## src/rtl/muldiv_seq_ctrl.sv

```systemverilog
// Multi-cycle unsigned MULTU/DIVU sequencer for the HI/LO unit.
// Shares one external 32-bit add/sub unit across 32 shift-add / restoring-divide iterations.
module muldiv_seq_ctrl #(
  parameter int unsigned      WIDTH   = 32,
  parameter int unsigned      CNT_W   = 6,
  parameter logic [WIDTH-1:0] DZ_QUOT = WIDTH'(32'hFFFF_FFFF)
) (
  input  logic             clk,
  input  logic             rst_n,
  input  logic             start,
  input  logic             op,
  input  logic [WIDTH-1:0] opa,
  input  logic [WIDTH-1:0] opb,
  output logic             busy,
  output logic             done,
  output logic             div_zero,
  output logic [WIDTH-1:0] hi,
  output logic [WIDTH-1:0] lo,
  output logic             add_sub,
  output logic [WIDTH-1:0] add_a,
  output logic [WIDTH-1:0] add_b,
  input  logic [WIDTH-1:0] add_res,
  input  logic             add_cout
);

  typedef enum logic [1:0] {
    S_IDLE = 2'd0,
    S_CALC = 2'd1,
    S_DONE = 2'd2
  } state_t;

  state_t           state;
  state_t           state_nxt;

  // Working registers: {w_hi, w_lo} is the product pair for MULTU and {R, Q} for DIVU.
  logic [WIDTH-1:0] w_hi;
  logic [WIDTH-1:0] w_lo;
  logic [WIDTH-1:0] w_hi_nxt;
  logic [WIDTH-1:0] w_lo_nxt;
  logic [WIDTH-1:0] b_q;
  logic             op_q;
  logic [CNT_W-1:0] cnt;

  logic             div0;
  logic             last;
  logic             take;
  logic [WIDTH-1:0] rem_shift;

  assign div0      = op && (opb == '0);
  assign last      = (cnt == CNT_W'(WIDTH - 1));
  assign rem_shift = {w_hi[WIDTH-2:0], w_lo[WIDTH-1]};
  // A set R[31] means the shifted remainder exceeds 32 bits, so the subtract always fits.
  assign take      = w_hi[WIDTH-1] | ~add_cout;

  // State register
  always_ff @(posedge clk or negedge rst_n) begin
    if (!rst_n) begin
      state <= S_IDLE;
    end else begin
      state <= state_nxt;
    end
  end

  // Next-state logic
  always_comb begin
    state_nxt = state;
    case (state)
      S_IDLE: begin
        if (start) begin
          state_nxt = div0 ? S_DONE : S_CALC;
        end
      end
      S_CALC: begin
        if (last) begin
          state_nxt = S_DONE;
        end
      end
      S_DONE:  state_nxt = S_IDLE;
      default: state_nxt = S_IDLE;
    endcase
  end

  // Shared adder drive, idle (all zero) outside CALC
  always_comb begin
    add_sub = 1'b0;
    add_a   = '0;
    add_b   = '0;
    if (state == S_CALC) begin
      add_sub = op_q;
      add_a   = op_q ? rem_shift : w_hi;
      add_b   = b_q;
    end
  end

  // One iteration of shift-add multiply or restoring divide
  always_comb begin
    w_hi_nxt = w_hi;
    w_lo_nxt = w_lo;
    if (op_q) begin
      w_hi_nxt = take ? add_res : rem_shift;
      w_lo_nxt = {w_lo[WIDTH-2:0], take};
    end else if (w_lo[0]) begin
      w_hi_nxt = {add_cout, add_res[WIDTH-1:1]};
      w_lo_nxt = {add_res[0], w_lo[WIDTH-1:1]};
    end else begin
      w_hi_nxt = {1'b0, w_hi[WIDTH-1:1]};
      w_lo_nxt = {w_hi[0], w_lo[WIDTH-1:1]};
    end
  end

  // Datapath and registered handshake outputs
  always_ff @(posedge clk or negedge rst_n) begin
    if (!rst_n) begin
      busy     <= 1'b0;
      done     <= 1'b0;
      div_zero <= 1'b0;
      hi       <= '0;
      lo       <= '0;
      w_hi     <= '0;
      w_lo     <= '0;
      b_q      <= '0;
      op_q     <= 1'b0;
      cnt      <= '0;
    end else begin
      busy <= (state_nxt == S_CALC);
      done <= (state_nxt == S_DONE);
      case (state)
        S_IDLE: begin
          if (start) begin
            op_q     <= op;
            cnt      <= '0;
            div_zero <= div0;
            w_hi     <= '0;
            b_q      <= op ? opb : opa;
            w_lo     <= op ? opa : opb;
            if (div0) begin
              hi <= opa;
              lo <= DZ_QUOT;
            end
          end
        end
        S_CALC: begin
          w_hi <= w_hi_nxt;
          w_lo <= w_lo_nxt;
          cnt  <= cnt + CNT_W'(1);
          if (last) begin
            hi <= w_hi_nxt;
            lo <= w_lo_nxt;
          end
        end
        default: ;
      endcase
    end
  end

endmodule

```

## config.mk

```make
export PLATFORM = sky130hd
export DESIGN_NAME = muldiv_seq_ctrl
export DESIGN_NICKNAME = d
export VERILOG_FILES = /design/src/rtl/muldiv_seq_ctrl.sv
export SDC_FILE = /design/constraint.sdc
export NUM_CORES = 1
export LEC_CHECK = 0
export BUFFER_PORTS_ARGS = -buffer_cell sky130_fd_sc_hd__buf_2
export CAP_MARGIN = 20
export CORE_UTILIZATION = 30
export DETAILED_ROUTE_END_ITERATION = 8
export SYNTH_ARGS = -nofsm -noshare
export SYNTH_HDL_FRONTEND = slang
export SYNTH_SLANG_ARGS = --single-unit
```

## constraint.sdc

```tcl
create_clock -name clk -period 1.99 [get_ports clk]
set_input_delay 0.199 -clock clk [delete_from_list [all_inputs] [get_ports clk]]
set_output_delay 0.199 -clock clk [all_outputs]
set_load 0.02 [all_outputs]
```

==> impl_metrics.tcl <==
set metrics [dict create \
    cts_made_buffers 17 \
    place.gp.congestion 0.848 \
    vias_per_cell 5.01 \
    postLayoutCellArea_um2 12600 \
    critical_path.startpoint_type "flip-flop" \
    async_flop_share 1.00 \
    yosysSeqAreaShare 0.445 \
    critical_path.max_stage_delay_ns 0.49 \
    dpl.hpwl_um 22800 \
    startpoint_to_endpoint_class_of_the_critical_path "reg2reg" \
    grt_first_pass_wirelength_um 48300 \
    synth_cell_type_count 35 \
    boundaryPins 233 \
    critical_path.cell_chain "ha_1 -> nand3_1 -> or3b_2 -> nor2_2 -> nor2_4 -> buf_12 -> buf_12 -> mux2i_1" \
    worst-slew-pin-transition_ns 0.687 \
    h_tree_lvl_count 4 \
    cts.reportedPaths.clkPinSlew_ns 0.07 \
    die_area_um2 33000 \
    timing.final.crit_share 0.977 \
    yosys_register_bits 172 \
    tritoncts_num_sinks 172 \
    route.antenna.remaining_nets 0 \
    die_w_um 182 \
    synthTopCellsByCount "172 x sky130_fd_sc_hd__dfrtp_1, 157 x sky130_fd_sc_hd__mux2i_1, 110 x sky130_fd_sc_hd__nand2_1" \
    first_pass_iters 4 \
    yosysWarningCount 0 \
    final.min_clock_period_ns 1.94 \
    fp-row-count 65 \
    drive_gt1_frac 0.337 \
    dpl-instance-area_um2 11700 \
    hold-worst-slack_ns 0.0953 \
    portBuffers 232 \
    vias 8218 \
    finalNetCount 1324 \
    leading_cell_types_by_total_area_after_synthesis "sky130_fd_sc_hd__dfrtp_1 44%, sky130_fd_sc_hd__mux2i_1 16%, sky130_fd_sc_hd__mux2_2 6.7%" \
    fillCellCount 3163 \
    hold_path.class "in2reg" \
    drcViolationCount 0 \
    synth_area_um2 9680 \
    drt-total-wl_um 31500 \
    grt_max_degree 68 \
    synthCells 982 \
    overflow 0 \
    capturing_element_type_of_the_critical_path "flip-flop" \
    yosys.area.top_type "sky130_fd_sc_hd__dfrtp_1" \
    start_util 0.306 \
    finish.utilization 0.397 \
    netlist.area_leader.share 0.445 \
    cts-root-buf "sky130_fd_sc_hd__clkbuf_16" \
    worst_ep_arrival_time_ns 2.29 \
    initial_antenna_violation_count 3 \
    max_cap_violations 0 \
    vdd_ir_drop_max_mv 0.847 \
    clock_path_buffers 2 \
    dominantRegCellSynth "sky130_fd_sc_hd__dfrtp_1" \
    setup_viol 0 \
    route.detailed.wl_per_inst_um 19.2 \
    groute.usage.overall 0.192 \
    run_status "complete, no violations" \
    leakage_component_of_the_power_nw 6.38 \
    first_global_vias 7935 \
    worst-endpoint-required_ns 2.34 \
    unrepaired_setup_endpoints_after_global_routing "true" \
    final-max-slew-violation-count 0 \
    fmax_mhz 514 \
    fin_skew_ns 0.0141 \
    drt_iter0_drc 421 \
    cts_tree "built" \
    synth.net_count 1084 \
    synth.most_common_cell "sky130_fd_sc_hd__dfrtp_1" \
    synth_edf_count 0 \
    placeableCoreArea_um2 31600 \
    critPathMostFrequentCell "sky130_fd_sc_hd__buf_12" \
    relSlewSlack 0.538 \
    chipHeight_um 182 \
    avgSynthCellArea_um2 9.86 \
    cp_max_fo 11 \
    hold_viol 0 \
    timing.critical_path.slowest_stage_cell "sky130_fd_sc_hd__or3b_2" \
    cellPowerDensity_nw_per_um2 1250 \
    clk_latency_ns 0.44 \
    synthToLayoutAreaGrowth_pct 29.8 \
]
-- flip-flops by register name, summed over array words and instances (netlist names) --
name	flops
b_q	32
busy	1
cnt	6
div_zero	1
done	1
hi	32
lo	32
op_q	1
state	2
w_hi	32
w_lo	32
-- per-stage QoR --
step           setup WS (ns)  total power [mW]    TNS (ns)  instances
3_3_place_gp          -0.153              12.0       -6.92       1589
5_1_grt             -0.00856              16.8     -0.0149       1638
3_5_place_dp          -0.236              12.1      -12.20       1589
4_1_cts           -0.0000202              15.7  -0.0000202       1627
2_1_floorplan         0.0166              9.70           0        982
6_report              0.0455              15.7           0       1639
-- final cells by class --
cell class              instances  area (µm²)  share of cell area
multi-input cells             697        4980               0.396
flip-flops and latches        172        4310               0.343
well taps                     402         503              0.0400
diodes                          2        5.00            0.000398
inverters                      33         124             0.00986
clock buffers                  17         425              0.0339
repair buffers                301        2050               0.163
clock inverters                15         171              0.0136
-- worst max-delay path, delay by kind of cell, from the launching register on --
family,cells,cell delay [ns]
buffers and inverters,2,0.32
adders and majority gates,1,0.16
DFF,1,0.36
muxes,1,0.16
and+or+nand+nor,4,0.86
-- cell families after synthesis --
logic type / count (synthesis) / synth area share
AOI/OAI and AO/OA: 237 / 0.148
and+or+nand+nor: 235 / 0.114
muxes: 223 / 0.242
DFF: 172 / 0.445
buffers and inverters: 113 / 0.0486
xor gates and xnor gates: 1 / 0.000905
adders and majority gates: 1 / 0.00129
-- cells in the final DEF (no fill, tap or decap), drive strengths merged --
cell type	count
o21ai	104
nor4b	1
nand4	3
dfrtp	172
a22o	1
or3	1
nor2b	33
and2	34
inv	42
ha	1
buf	297
nor4	7
clkinv	4
o31ai	1
a21o	33
a211oi	62
clkbuf	19
nand3	2
or2	1
bufbuf	1
diode	2
xor2	1
bufinv	1
nor2	39
nand3b	1
a21boi	1
a31oi	1
mux2i	157
nand2	110
clkinvlp	1
mux2	66
a21oi	33
dlygate4sd3	1
or3b	1
nand2b	2
o21bai	1
-- final timing paths --
check	start	end	slack, ns	cells past startpoint
setup / recovery	cnt[1]	hi[27]	0.05	8
hold / removal	opb[16]	b_q[16]	0.1	3
setup reg to reg	cnt[1]	hi[27]	0.05	8
hold reg to reg	b_q[31]	b_q[31]	0.47	2
max in group asynchronous	rst_n	op_q	1.02	3
min in group asynchronous	rst_n	w_hi[4]	0.27	2
-- power by group --
group	switching, mW	leakage (nW)	internal, mW
Combinational	3.79	3.95	2.96
Sequential	1.03	2.14	4.50
Clock	1.63	0.291	1.80
-- repair_timing --
item	4_1_cts	5_1_grt
endpoints found under the hold margin	40	0
resized for setup	7	14
gates cloned	1	2
setup buffers	4	8
endpoints found under the setup margin	59	92
hold buffers	1	0
-- metal layers --
| layer | vias to the layer above | wire [µm] | track usage |
|---|---|---|---|
| li1 | 3947 | - | - |
| met1 | 4012 | 14600 | 0.262 |
| met2 | 231 | 15100 | 0.313 |
| met3 | 24 | 1490 | 0.0349 |
| met4 | 4 | 350 | 0.0451 |
| met5 | - | 26 | 0 |
Power figures use the tool's default switching activity.
